--- config.mk ---
export PLATFORM = sky130hd
export DESIGN_NAME = half_duplex_dir_ctrl
export DESIGN_NICKNAME = d
export VERILOG_FILES = /design/src/rtl/half_duplex_dir_ctrl_pkg.sv /design/src/rtl/half_duplex_dir_ctrl_turnaround_counter.sv /design/src/rtl/half_duplex_dir_ctrl.sv
export SDC_FILE = /design/constraint.sdc
export NUM_CORES = 1
export LEC_CHECK = 0
export BUFFER_PORTS_ARGS = -buffer_cell sky130_fd_sc_hd__buf_2
export CAP_MARGIN = 20
export CORE_MARGIN = 3
export CORE_UTILIZATION = 53
export CTS_BUF_LIST = sky130_fd_sc_hd__clkbuf_4 sky130_fd_sc_hd__clkbuf_8
export CTS_CLUSTER_DIAMETER = 60
export DETAILED_ROUTE_END_ITERATION = 10
export PLACE_DENSITY = 0.84
export SYNTH_ARGS = -nofsm -noshare
export SYNTH_HDL_FRONTEND = slang
export SYNTH_HIERARCHICAL = 1
export SYNTH_SLANG_ARGS = --single-unit
--- constraint.sdc ---
create_clock -name clk -period 1.8 [get_ports clk]
set_input_delay 0.36 -clock clk [delete_from_list [all_inputs] [get_ports clk]]
set_output_delay 0.36 -clock clk [all_outputs]
set_load 0.03 [all_outputs]
--- src/rtl/half_duplex_dir_ctrl_pkg.sv ---
`default_nettype none
// ============================================================================
// Module      : half_duplex_dir_ctrl_pkg
// Description : Shared state encoding and bus-buffer ctrl polarity for the
//               half-duplex direction sequencer.
// Revision    : 1.0 - initial release
// ============================================================================
package half_duplex_dir_ctrl_pkg;

    typedef enum logic [2:0] {
        IDLE    = 3'd0,
        GAP_TX  = 3'd1,
        TX      = 3'd2,
        TX_LAST = 3'd3,
        GAP_RX  = 3'd4
    } state_t;

    localparam logic DIR_DRIVE   = 1'b1;
    localparam logic DIR_RELEASE = 1'b0;

    // The local side owns the bus only while beats are being presented.
    function automatic logic drives_bus(input state_t s);
        return (s == TX) || (s == TX_LAST);
    endfunction

endpackage
`default_nettype wire

--- src/rtl/half_duplex_dir_ctrl_turnaround_counter.sv ---
`default_nettype none
// ============================================================================
// Module      : half_duplex_dir_ctrl_turnaround_counter
// Description : Loadable down-counter timing the bus turnaround gaps.
// Revision    : 1.0 - initial release
// ============================================================================
module half_duplex_dir_ctrl_turnaround_counter #(
    parameter int TURN = 2
) (
    input  logic clk,
    input  logic rst_n,
    input  logic load,
    input  logic dec,
    output logic zero
);

    localparam int              CW       = 4;
    localparam logic [CW-1:0]   LOAD_VAL = CW'(TURN - 1);

    logic [CW-1:0] r_count;

    always_ff @(posedge clk or negedge rst_n) begin
        if (!rst_n) begin
            r_count <= '0;
        end else if (load) begin
            r_count <= LOAD_VAL;
        end else if (dec && (r_count != '0)) begin
            r_count <= r_count - CW'(1);
        end
    end

    assign zero = (r_count == '0);

endmodule
`default_nettype wire

--- src/rtl/half_duplex_dir_ctrl.sv ---
`default_nettype none
// ============================================================================
// Module      : half_duplex_dir_ctrl
// Description : Direction sequencer for a shared bidirectional bus buffer with
//               turnaround gaps, bounded transmit bursts and receive priority.
// Revision    : 1.0 - initial release
// ============================================================================
module half_duplex_dir_ctrl
    import half_duplex_dir_ctrl_pkg::*;
#(
    parameter int WIDTH     = 8,
    parameter int TURN      = 2,
    parameter int MAX_BURST = 16
) (
    input  logic             clk,
    input  logic             rst_n,
    input  logic             tx_valid,
    input  logic [WIDTH-1:0] tx_data,
    output logic             tx_ready,
    input  logic             rx_strobe,
    input  logic [WIDTH-1:0] pad_in,
    output logic [WIDTH-1:0] pad_out,
    output logic             dir,
    output logic             rx_valid,
    output logic [WIDTH-1:0] rx_data,
    output logic             busy
);

    localparam int            BW         = $clog2(MAX_BURST + 1);
    localparam logic [BW-1:0] BURST_MAX  = BW'(MAX_BURST);
    localparam logic [BW-1:0] BURST_LAST = BW'(MAX_BURST - 1);

    state_t           r_state;
    state_t           w_next;
    logic [BW-1:0]    r_burst_cnt;
    logic             r_dir;
    logic             r_busy;
    logic             r_rx_valid;
    logic [WIDTH-1:0] r_rx_data;
    logic [WIDTH-1:0] r_pad_out;
    logic             w_load;
    logic             w_capture;
    logic             w_accept;
    logic             w_gap_zero;
    logic             w_gap_dec;

    assign w_accept  = (r_state == TX) && tx_valid && (r_burst_cnt < BURST_MAX);
    assign w_gap_dec = (r_state == GAP_TX) || (r_state == GAP_RX);

    half_duplex_dir_ctrl_turnaround_counter #(
        .TURN (TURN)
    ) u_gap_cnt (
        .clk   (clk),
        .rst_n (rst_n),
        .load  (w_load),
        .dec   (w_gap_dec),
        .zero  (w_gap_zero)
    );

    always_comb begin
        w_next    = r_state;
        w_load    = 1'b0;
        w_capture = 1'b0;
        case (r_state)
            IDLE: begin
                if (rx_strobe) begin
                    w_capture = 1'b1;
                end else if (tx_valid) begin
                    w_next = GAP_TX;
                    w_load = 1'b1;
                end
            end
            GAP_TX: begin
                // A receive before the first beat aborts the pending transmit.
                if (rx_strobe) begin
                    w_capture = 1'b1;
                    w_next    = IDLE;
                end else if (w_gap_zero) begin
                    w_next = TX;
                end
            end
            TX: begin
                // The cycle tx_valid drops already presents the final word.
                if (w_accept && (r_burst_cnt == BURST_LAST)) begin
                    w_next = TX_LAST;
                end else if (!tx_valid) begin
                    w_next = GAP_RX;
                    w_load = 1'b1;
                end
            end
            TX_LAST: begin
                w_next = GAP_RX;
                w_load = 1'b1;
            end
            GAP_RX: begin
                if (w_gap_zero) begin
                    w_next = IDLE;
                end
            end
            default: begin
                w_next = IDLE;
            end
        endcase
    end

    always_ff @(posedge clk or negedge rst_n) begin
        if (!rst_n) begin
            r_state <= IDLE;
        end else begin
            r_state <= w_next;
        end
    end

    // Outputs are registered from the next state so dir changes align with state.
    always_ff @(posedge clk or negedge rst_n) begin
        if (!rst_n) begin
            r_dir       <= DIR_RELEASE;
            r_busy      <= 1'b0;
            r_rx_valid  <= 1'b0;
            r_rx_data   <= '0;
            r_pad_out   <= '0;
            r_burst_cnt <= '0;
        end else begin
            r_dir      <= drives_bus(w_next) ? DIR_DRIVE : DIR_RELEASE;
            r_busy     <= (w_next != IDLE);
            r_rx_valid <= w_capture;
            if (w_capture) begin
                r_rx_data <= pad_in;
            end
            if (w_accept) begin
                r_pad_out <= tx_data;
            end
            if (w_load && (w_next == GAP_TX)) begin
                r_burst_cnt <= '0;
            end else if (w_accept) begin
                r_burst_cnt <= r_burst_cnt + BW'(1);
            end
        end
    end

    assign tx_ready = w_accept;
    assign dir      = r_dir;
    assign busy     = r_busy;
    assign rx_valid = r_rx_valid;
    assign rx_data  = r_rx_data;
    assign pad_out  = r_pad_out;

endmodule
`default_nettype wire

### Yosys cells after proc, flatten, opt, wreduce, memory -nomap -nowiden

Index checks and enable logic that the tools add are counted.

* register bits: 31
* bits of input ports: 20
* output and inout bits: 20
* logic and storage cells: 53

* $add $sub $neg: 2
* order comparisons: 1
* equal/unequal tests: 8
* muxes and demuxes: 20
* reductions and logical operators: 14

Operator list (count)
* 3-bit 2-to-1 mux: 7
* 3-bit one-hot mux with 5 select lines: 1
* 3-bit by 2-bit == test with 1-bit output, second input constant: 4
* 5-bit 2-to-1 mux: 2
* 4-bit 2-to-1 mux: 2
* 1-bit 2-to-1 mux: 7
* 3-bit by 1-bit == test with 1-bit output, second input constant: 2
* 5-bit by 1-bit adder with 5-bit output, second input constant: 1
* 5-bit by 4-bit == test with 1-bit output, second input constant: 1
* 1-bit logical AND: 5
* 5-bit less-than comparator, second input constant: 1
* 4-bit logical NOT: 1
* 2-bit nonzero test: 2
* 4-bit nonzero test: 1
* 4-bit by 1-bit subtractor with 4-bit output, second input constant: 1
* 3-bit == test, second input constant: 1
* 3-bit logical NOT: 1
* 1-bit one-hot mux with 3 select lines: 1
* 3-bit nonzero test: 1
* 1-bit logical OR: 2
* 2-bit OR reduction: 1

### Longest topological paths before layout

Gate-level depths: netlist of run 1.

* depth in word-level cells: 9
* gate-level depth with buffers: 6
* gate-level depth less buffers: 6

### By module

Netlist of run 1, hierarchy kept.

By module, submodules not included
* half_duplex_dir_ctrl: instances 1, cells each 90, area an instance 1183.6 um2, seq. area each 675.6 um2
* half_duplex_dir_ctrl_turnaround_counter: instances 1, cells each 24, area an instance 246.5 um2, seq. area each 100.1 um2

### Least setup slack after synthesis of run 1

Ideal clock, no wire load.

* kind: reg-to-reg
* from: reg u_gap_cnt.r_count[0]
* to: reg r_busy (netlist: busy)
* setup time: 0.071 ns
* data arrival time: 1.506 ns
* data required time: 1.729 ns
* setup slack: 0.222 ns
* cell stages (with the launch flop): 6
* buffers on the path: 0
* clock period less this slack: 1.578 ns
* cells stage by stage: dfrtp_1 inv_1 ha_1 nor3b_2 or4b_2 nand4_1

* cells in the longest elaborated chain, start to end: 5
* elaborated cells between the ends (all ways): 6
* those cells by class: mux: 4; reduce/logical: 2

Ends and longest elaborated chain
* from (decl): RTL line half_duplex_dir_ctrl_turnaround_counter.sv:20 `logic [CW-1:0] r_count;`
* from (signal assigned): RTL line half_duplex_dir_ctrl_turnaround_counter.sv:28 `r_count <= r_count - CW'(1);`
* 4-bit logical NOT *: RTL line half_duplex_dir_ctrl_turnaround_counter.sv:32 `assign zero = (r_count == '0);`
* net w_gap_zero: RTL line half_duplex_dir_ctrl.sv:44 `logic w_gap_zero;`
* 3-bit 2-to-1 mux: RTL line half_duplex_dir_ctrl.sv:78 `end else if (w_gap_zero) begin`
* 3-bit 2-to-1 mux: RTL line half_duplex_dir_ctrl.sv:75 `if (rx_strobe) begin`
* 3-bit one-hot mux with 5 select lines *: RTL line half_duplex_dir_ctrl.sv:64 `case (r_state)`
* 3-bit nonzero test *: RTL line half_duplex_dir_ctrl.sv:125 `r_busy <= (w_next != IDLE);`
* to (signal assigned): RTL line half_duplex_dir_ctrl.sv:125
* to (decl): RTL line half_duplex_dir_ctrl.sv:37 `logic r_busy;`

Mark *: on every way through the listed nets, which the timed path passes. The rest lies on a longest branch.
A chain may end at the register's enable or synchronous reset.

### Worst setup path in the final report of run 1

* from: reg r_state[2]
* to: out tx_ready

* cells in the longest elaborated chain, start to end: 3

Ends and longest elaborated chain
* from (decl): RTL line half_duplex_dir_ctrl.sv:33 `state_t r_state;`
* from (signal assigned): RTL line half_duplex_dir_ctrl.sv:110 `r_state <= w_next;`
* 3-bit by 2-bit == test with 1-bit output: RTL line half_duplex_dir_ctrl.sv:47 `assign w_accept = (r_state == TX) && tx_valid && (r_burst_cnt < BURST_MAX);`
* 1-bit logical AND (2 in a row): RTL line half_duplex_dir_ctrl.sv:47
* to (decl): RTL line half_duplex_dir_ctrl.sv:19 `output logic tx_ready,`

Every way passes these cells.

==> results of run 1 <==
[sequential cells by signal, summed over array words and instances (netlist names)]
name	count
dir	1
pad_out	8
r_burst_cnt	5
rx_data	8
busy	1
u_gap_cnt/r_count	4
rx_valid	1
r_state	3
[area by class of cell]
| type | count | area [µm²] | area share [%] |
|---|---|---|---|
| Inverter | 5 | 18.8 | 1.05 |
| Clock inverter | 1 | 30.0 | 1.67 |
| Multi-Input combinational cell | 75 | 614 | 34.2 |
| Sequential cell | 31 | 779 | 43.4 |
| Clock buffer | 6 | 45.0 | 2.51 |
| Timing Repair Buffer | 47 | 270 | 15.1 |
| Tap cell | 30 | 37.5 | 2.09 |
[through the flow]
step / area [µm²] / cells / setup slack [ns] / utilization [%] / hold WS (ns)
after CTS: 1750 / 191 / 0.00297 / 69.4 / 0.0769
after global placement: 1660 / 183 / 0.133 / 66.0 / 0.424
after detailed placement: 1660 / 183 / 0.0667 / 66.0 / 0.435
after global routing: 1800 / 195 / 0.00248 / 71.2 / 0.0850
final: 1800 / 195 / 0.0856 / 71.2 / 0.0580
after floorplan: 1430 / 114 / 0.222 / - / 0.0644
[cells in the mapped netlist (all sizes together), types with 2 or more instances]
cell   instances  area, µm²
a21oi          5       25.0
and2           2       12.5
buf            3       21.3
dfrtp         31        776
ha             4       50.1
inv            5       18.8
mux2          18        203
mux2i          2       20.0
nand2          6       22.5
nand3          3       15.0
nor2           8       37.5
nor2b          3       18.8
nor3b          2       20.0
o21ai          5       25.0
or3            3       20.0
or4b           2       23.8
[per-layer routing]
layer  GRT usage [%]  vias up
li1                -      503
met1            23.9      508
met2            30.6       27
met3            6.90        4
met4            6.62        0
met5               0        -
[final timing paths]
kind,from,to,depth (start not counted)
worst max-delay path,r_state[2],tx_ready,3
worst max register to register,r_state[2],u_gap_cnt/r_count[3],5
worst min register to register,pad_out[1],pad_out[1],1
worst min-delay path,rst_n,u_gap_cnt/r_count[3],1
min in group clk,tx_data[4],pad_out[4],2
max in group asynchronous,rst_n,r_state[1],1
[power groups by stage]
stage | Combinational, µW | Clock [µW] | Sequential, µW
finish | 1090 | 519 | 1040
CTS | 1040 | 538 | 1050
global route | 1180 | 571 | 1070
detailed placement | 1040 | 0 | 1060
floorplan | 485 | 0 | 1300
global placement | 994 | 0 | 1040
[worst max-delay path: stages, from the launching register on]
cell and delay [ns]:
sky130_fd_sc_hd__dfrtp_2 0.44, sky130_fd_sc_hd__nand4bb_4 0.29, sky130_fd_sc_hd__nor2_4 0.14, sky130_fd_sc_hd__buf_4 0.16
[cell families (layout without fill, tap and decap cells)]
| logic type | count (synthesis) | in the layout |
|---|---|---|
| multiplexers | 20 | 20 |
| flip-flops | 31 | 31 |
| XOR/XNOR | 1 | 1 |
| AO/OA/AOI/OAI | 12 | 12 |
| buffers and inverters | 8 | 59 |
| AND/OR/NAND/NOR | 38 | 38 |
| adder cells (fa/ha/maj) | 4 | 4 |
[timing repair]
action / CTS / global route
pin swaps: 1 / 1
buffers inserted: 1 / 4
resized for setup: 3 / 2
endpoints found under the setup margin: 1 / 1
==> run summary, run 1 <==
Critical path class: reg2out. The min-delay analysis places its worst path in the category in2async. For this block, wires on met1 add up to 1190 µm. Across the routed clock network, the largest skew measured is 0.00512 ns. The flow ran to the end, and the final reports show no timing, DRC or antenna violations. The share of the Yosys chip area taken by registers is 54.2%.

The number of storage elements in the synthesis netlist works out to 31. After detailed routing, the number of vias per cell comes to 5.34. For this block, the initial DRC count from the detailed router was 24. Per report_power, the sequential group accounts for 39.3% of the total. The overall power of the completed layout was 2650 µW; the effective utilization at floorplan was 56.7%.

The tools report the clock insertion delay at the later pin of the skew report as 0.32 ns. The number of antenna repair diodes was 0. For the number of instances in the synthesized netlist, the log shows 114. For this design the total switching power over the nets is 985 µW. During I/O placement, the number of pins put on the boundary was 40. Leaving out fill and tap cells, the most frequent cell in the layout is sky130_fd_sc_hd__buf_2. In the final timing run, aggregate negative setup slack is 0 ns.

CTS clock-pin slew for the worst setup and hold paths: 0.09 ns. The logs give 0 for the DRC violation count after routing and 31 for the clock sink total. In this run the horizontal extent of the chip is 57.9 µm. The maximum fanout count along the critical path was 5; the warning count from the yosys run was 6. The number of antenna violations at the first check in global routing was 0. The run gives 1.01 mV as the peak ir drop on the vdd network. The pin count of the biggest net entering global routing was 32; the actual transition at the worst max-transition pin was 0.665 ns. At the end of the flow, the number of nets in the layout was 189. The total of endpoints with negative setup slack in the final report was 0. The clock tree root buffer cell is sky130_fd_sc_hd__clkbuf_4.

Timing would allow up to 0.583 GHz. Area fraction in and, or, nand and nor cells after synthesis: 18.6%. The number of input and output port buffers inserted came out at 39. The final-report hold violation count is 0.

The internal reg-to-reg setup slack is 0.09 ns. The overall global routing resource usage was 19.1%; the total wire length was 2880 µm. For the endpoint arrival time on the critical path, the log shows 1.35 ns. Of all flip-flops after synthesis, the portion carrying an async set or reset was 100%. The run gives 0 as the number of max-cap violations. Counting flops with a built-in enable in the synthesized netlist gives 0.

For this run, the detailed router's first-pass iteration total came to 4. The leading register cell type out of synthesis is sky130_fd_sc_hd__dfrtp_1. After global routing the overflow that remains totals 0.

Cell area after synthesis: 1430 µm². For this design the static power due to leakage is 0.000899 µW. The number of nets in the synthesized netlist is 138.

CTS built an H-tree with a depth of 2. The largest family of logic cells by synthesized area was simple AND/OR/NAND/NOR gates. Via count of the first global-routing pass: 1074. Averaged over all synthesized cells, the footprint is 12.5 µm².

The area growth from synthesis to layout is 25.5%, and the via count of the routed design is 1042. The run gives 186 as the number of fillers in the final layout. TritonCTS built the clock tree. In this run the power density over the cells is 1480 nW/µm². The period utilization is 95.2%. The die covers 3360 µm².

The shortest clock period the worst path allows after layout was 1.71 ns. Dividing the detail-routed wire length by the instance count gives 14.8 µm. The routed design uses 1520 µm of met2 wire. The floorplan has 18 rows. Clock tree synthesis inserted a total of 5 buffers. Of the total power, combinational logic draws 41.1%.

The post-synthesis compound-gate area fraction came out at 4.64%. Leaving out fill and tap cells, the most frequent cells in the layout are sky130_fd_sc_hd__buf_2, sky130_fd_sc_hd__dfrtp_1, sky130_fd_sc_hd__mux2_2, sky130_fd_sc_hd__buf_4, sky130_fd_sc_hd__nor2_1. STA classifies the critical path startpoint as a flop. The tools report the total internal power as 1670 µW.

Measured against its own limit, the worst slew margin works out to 55.7%. The maximum buffer depth of the clock tree is 2. Measured along the y axis, the die boundary spans 57.9 µm. Detailed placement finished with a half-perimeter wire length of 2140 µm. STA puts the critical path data required time at 1.44 ns. The post-synthesis share of cell area spent on xor and xnor gates was 0.612%. Setup repair after global routing left no endpoint under its margin. The fraction of the mapped netlist area in adder cells came out at 3.50%. Synthesis instantiated 33 different standard cells from the library.

In this run, the clock network consumes 19.6% of the power. The met3 routed wirelength was 143 µm; the number of pins exceeding their max-slew limit in the final report was 0. STA classifies the critical path endpoint as an output port.

In this run switching power makes up 37.1% of total power. Of the post-synthesis cell area, the part taken by muxes is 15.6%. The first global-routing pass estimated 4800 µm of wire. Signal routing reaches up to met4. For this design, the CTS-stage hold fixing added 0 buffers. The count of antenna-violating nets left after detailed routing was 0; the area inside the core boundary was 2520 µm². The final weighted congestion in routability-driven placement is 0.755, and the ratio of cells with drive above 1 in the final layout is 50.3%.
No activity file was read; power rests on OpenSTA's default activity.
==> run 2, diff against run 1 <==
Settings changed: RECOVER_POWER set to 25.
==> run 2 against run 1 <==
The flow now finishes with violations (capacitance limit, slew limit). Sequential power about the same. Global-route usage unchanged. Critical path depth unchanged. Non-clock buffer count unchanged. Combinational power about the same. Setup slack about the same. Fmax unchanged. Critical path type unchanged.
==> run summary, run 2 (synthesis gave the netlist of run 1 again) <==
The logs give 0 (unchanged) for the hold-fix buffer count after cts and 0 (unchanged) for the total of endpoints with negative setup slack in the final report. The combinational power share is 41.1% (about the same), and the overall global routing resource usage is 19.1% (unchanged). Maximum clock rate: 0.583 GHz (unchanged). The tools report the clock insertion delay at the later pin of the skew report as 0.32 ns (about the same). The number of antenna violations at the first check in global routing was 0 (unchanged). The clock buffer count from CTS came out at 5 (unchanged).

For the area inside the core boundary, the log shows 2520 µm² (unchanged). The cell row count was 18 (unchanged). The switching share of power is 37.1% (about the same), and the ratio of cells with drive above 1 in the final layout is 49.7% (was 50.3%). The maximum buffer depth of the clock tree was 2 (unchanged).

The worst hold path class is in2reg (was in2async). Critical path class: reg2out (unchanged). The tools report the number of max-cap violations as 1 (was 0). The terminus of the critical flop-to-flop path was u_gap_cnt/r_count[3] (unchanged). The total internal power is 1670 µW (about the same).

The source of the worst register-to-register timing path was r_state[2] (unchanged). The power dissipated by switching net loads was 985 µW (about the same). The logs give 31 (unchanged) for the clock sink total and 0.00512 ns (unchanged) for the clock tree skew after final layout. The y dimension of the die was 57.9 µm (unchanged); the die area was 3360 µm² (unchanged).

The tools report the global-route wire length before repair as 4800 µm (unchanged). The logs give 2880 µm (about the same) for the total wire length and 183 (unchanged) for the number of cells in the design after placement. The period utilization was 95.2% (about the same).

Final-report hold violation count: 0 (unchanged). The post-detailed-placement half-perimeter wirelength was 2140 µm (unchanged); the depth of the critical timing path with buffers and inverters included was 3 (unchanged). The routed via count divided by cell count was 5.34 (unchanged). The run finished, with violations left. The effective utilization at floorplan came out at 56.7% (unchanged). The launching element type of the critical path was a flop (unchanged).

The total number of H-tree levels is 2 (unchanged). The delay contributed by the slowest stage of the critical path works out to 0.44 ns (about the same). Element type at the critical path end: an output port (unchanged). The overall power of the completed layout was 2650 µW (about the same); the number of cells traversed by the worst hold path was 2.

The number of nets in the layout was 189 (unchanged). Launch point of the worst path: r_state[2] (unchanged). The number of input and output port buffers inserted is 39 (unchanged), and the number of pins exceeding their max-slew limit in the final report is 32 (was 0). Sum of overflow across all layers after global routing: 0 (unchanged). The floorplan die width works out to 57.9 µm (unchanged). The slowest library cell on the worst path is sky130_fd_sc_hd__dfrtp_2 (unchanged). For the pin count of the biggest net entering global routing, the log shows 32 (unchanged). Most frequent standard cell in the layout excluding fill and tap cells: sky130_fd_sc_hd__buf_2 (unchanged).

The endpoint of the most critical setup path is tx_ready (unchanged). The top-level port count is 40 (unchanged). The area growth from synthesis to layout was 25.5% (about the same). Highest-count cells in the layout ignoring fill and taps: sky130_fd_sc_hd__buf_2, sky130_fd_sc_hd__dfrtp_1, sky130_fd_sc_hd__mux2_2, sky130_fd_sc_hd__buf_4, sky130_fd_sc_hd__nor2_1 (unchanged). End-of-flow core utilization: 71.1% (was 71.2%). The run gives 24 (unchanged) as the number of DRC markers after the initial detailed-route iteration.

The tools report the portion of total power attributed to sequential cells as 39.3% (about the same). The routed wirelength normalized by instance count came out at 14.8 µm (about the same). The logs give 1074 (unchanged) for the via count of the first global-routing pass and 195 (unchanged) for the filler-free cell count of the finished design. The path depth of the worst reg2reg path is 5 (unchanged). Shortest clock period the worst path allows after layout: 1.71 ns (about the same).

The actual transition at the worst max-transition pin came out at 1.60 ns (was 0.665 ns). Clock tree root buffer cell: sky130_fd_sc_hd__clkbuf_4 (unchanged). The worst path buffer plus inverter count was 1 (unchanged). The logs give 19.6% (about the same) for the fraction of power consumed by the clock network and 0.755 (unchanged) for the final weighted congestion in routability-driven placement. The number of antenna repair diodes came out at 0 (unchanged). The checks that failed: capacitance limit, slew limit. The endpoint arrival time on the critical path came out at 1.35 ns (about the same). The count of antenna-violating nets left after detailed routing came out at 0 (unchanged).

The peak ir drop on the vdd network was 1.01 mV (about the same). The CTS clock-pin slew for the worst setup and hold paths came out at 0.09 ns (about the same). The worst hold slack after final layout was 0.266 ns (was 0.0580 ns).

The first-pass iteration count of the detailed router is 4 (unchanged). Setup repair after global routing left no endpoint under its margin. TritonCTS built the clock tree.

The internal reg-to-reg setup slack was 0.09 ns (about the same); the endpoint required time on the critical path was 1.44 ns (about the same). Sequence of cells on the critical path: nand4bb_4 -> nor2_4 -> buf_4 (unchanged). Maximum fanout count along the critical path: 5 (unchanged). DRC violation count after routing: 0 (unchanged).

For the worst-case headroom to the max-slew limit, the log shows -6.56% (was 55.7%). The via count of the routed design came out at 1042 (unchanged). The total leakage power was 0.000896 µW (was 0.000899 µW).

The setup TNS after final layout is 0 ns (unchanged). The largest delay contributor family on the critical path was flip-flops (unchanged). Power density relative to cell area: 1480 nW/µm² (about the same).
run 2: cell count changes in the layout (fill, tap and decap cells not counted), sizes merged:
| cell | change |
|---|---|
| buf | -1 |
| clkbuf | +1 |
run 2: power groups by stage:
stage / Sequential [µW] / Clock (µW) / Combinational (µW)
after floorplan: 1300 / 0 / 485
after global placement: 1040 / 0 / 994
after global routing: 1070 / 571 / 1180
after detailed placement: 1060 / 0 / 1040
after CTS: 1050 / 538 / 1040
final: 1040 / 519 / 1090
run 2: what timing repair did:
action	in CTS	in global routing
endpoints found under the setup margin	1	1
pin swaps	1	1
buffers inserted	1	4
resized for setup	3	2
run 2: how the worst min path moves through the flow:
stage                     startpoint             end
final                     tx_data[4]      pad_out[4]
after global routing      tx_data[3]      pad_out[3]
after CTS                      rst_n  r_burst_cnt[0]
after detailed placement       rst_n            busy
after global placement         rst_n            busy
after floorplan                rst_n            busy
run 2: area by class of cell:
cell class / count / area, µm²
clock buffers: 6 / 45.0
clock inverters: 1 / 30.0
fillers: 187 / 728
inverters: 5 / 18.8
multi-input cells: 75 / 614
flip-flops and latches: 31 / 779
well taps: 30 / 37.5
repair buffers: 47 / 269
run 2: metrics by stage:
step           setup WS (ns)  area [µm²]
6_report              0.0856        1790
5_1_grt              0.00248        1790
4_1_cts              0.00297        1750
3_5_place_dp          0.0667        1660
3_3_place_gp           0.133        1660
2_1_floorplan          0.222        1430
run 2: per-layer routing:
metal	track usage [%]	part of all wire [%]	wire length, µm	up-vias
li1	-	-	-	503
met1	23.9	41	1180	508
met2	30.6	53	1520	27
met3	6.90	4.9	142	4
met4	6.62	1.1	32	0
met5	0	0	0	-
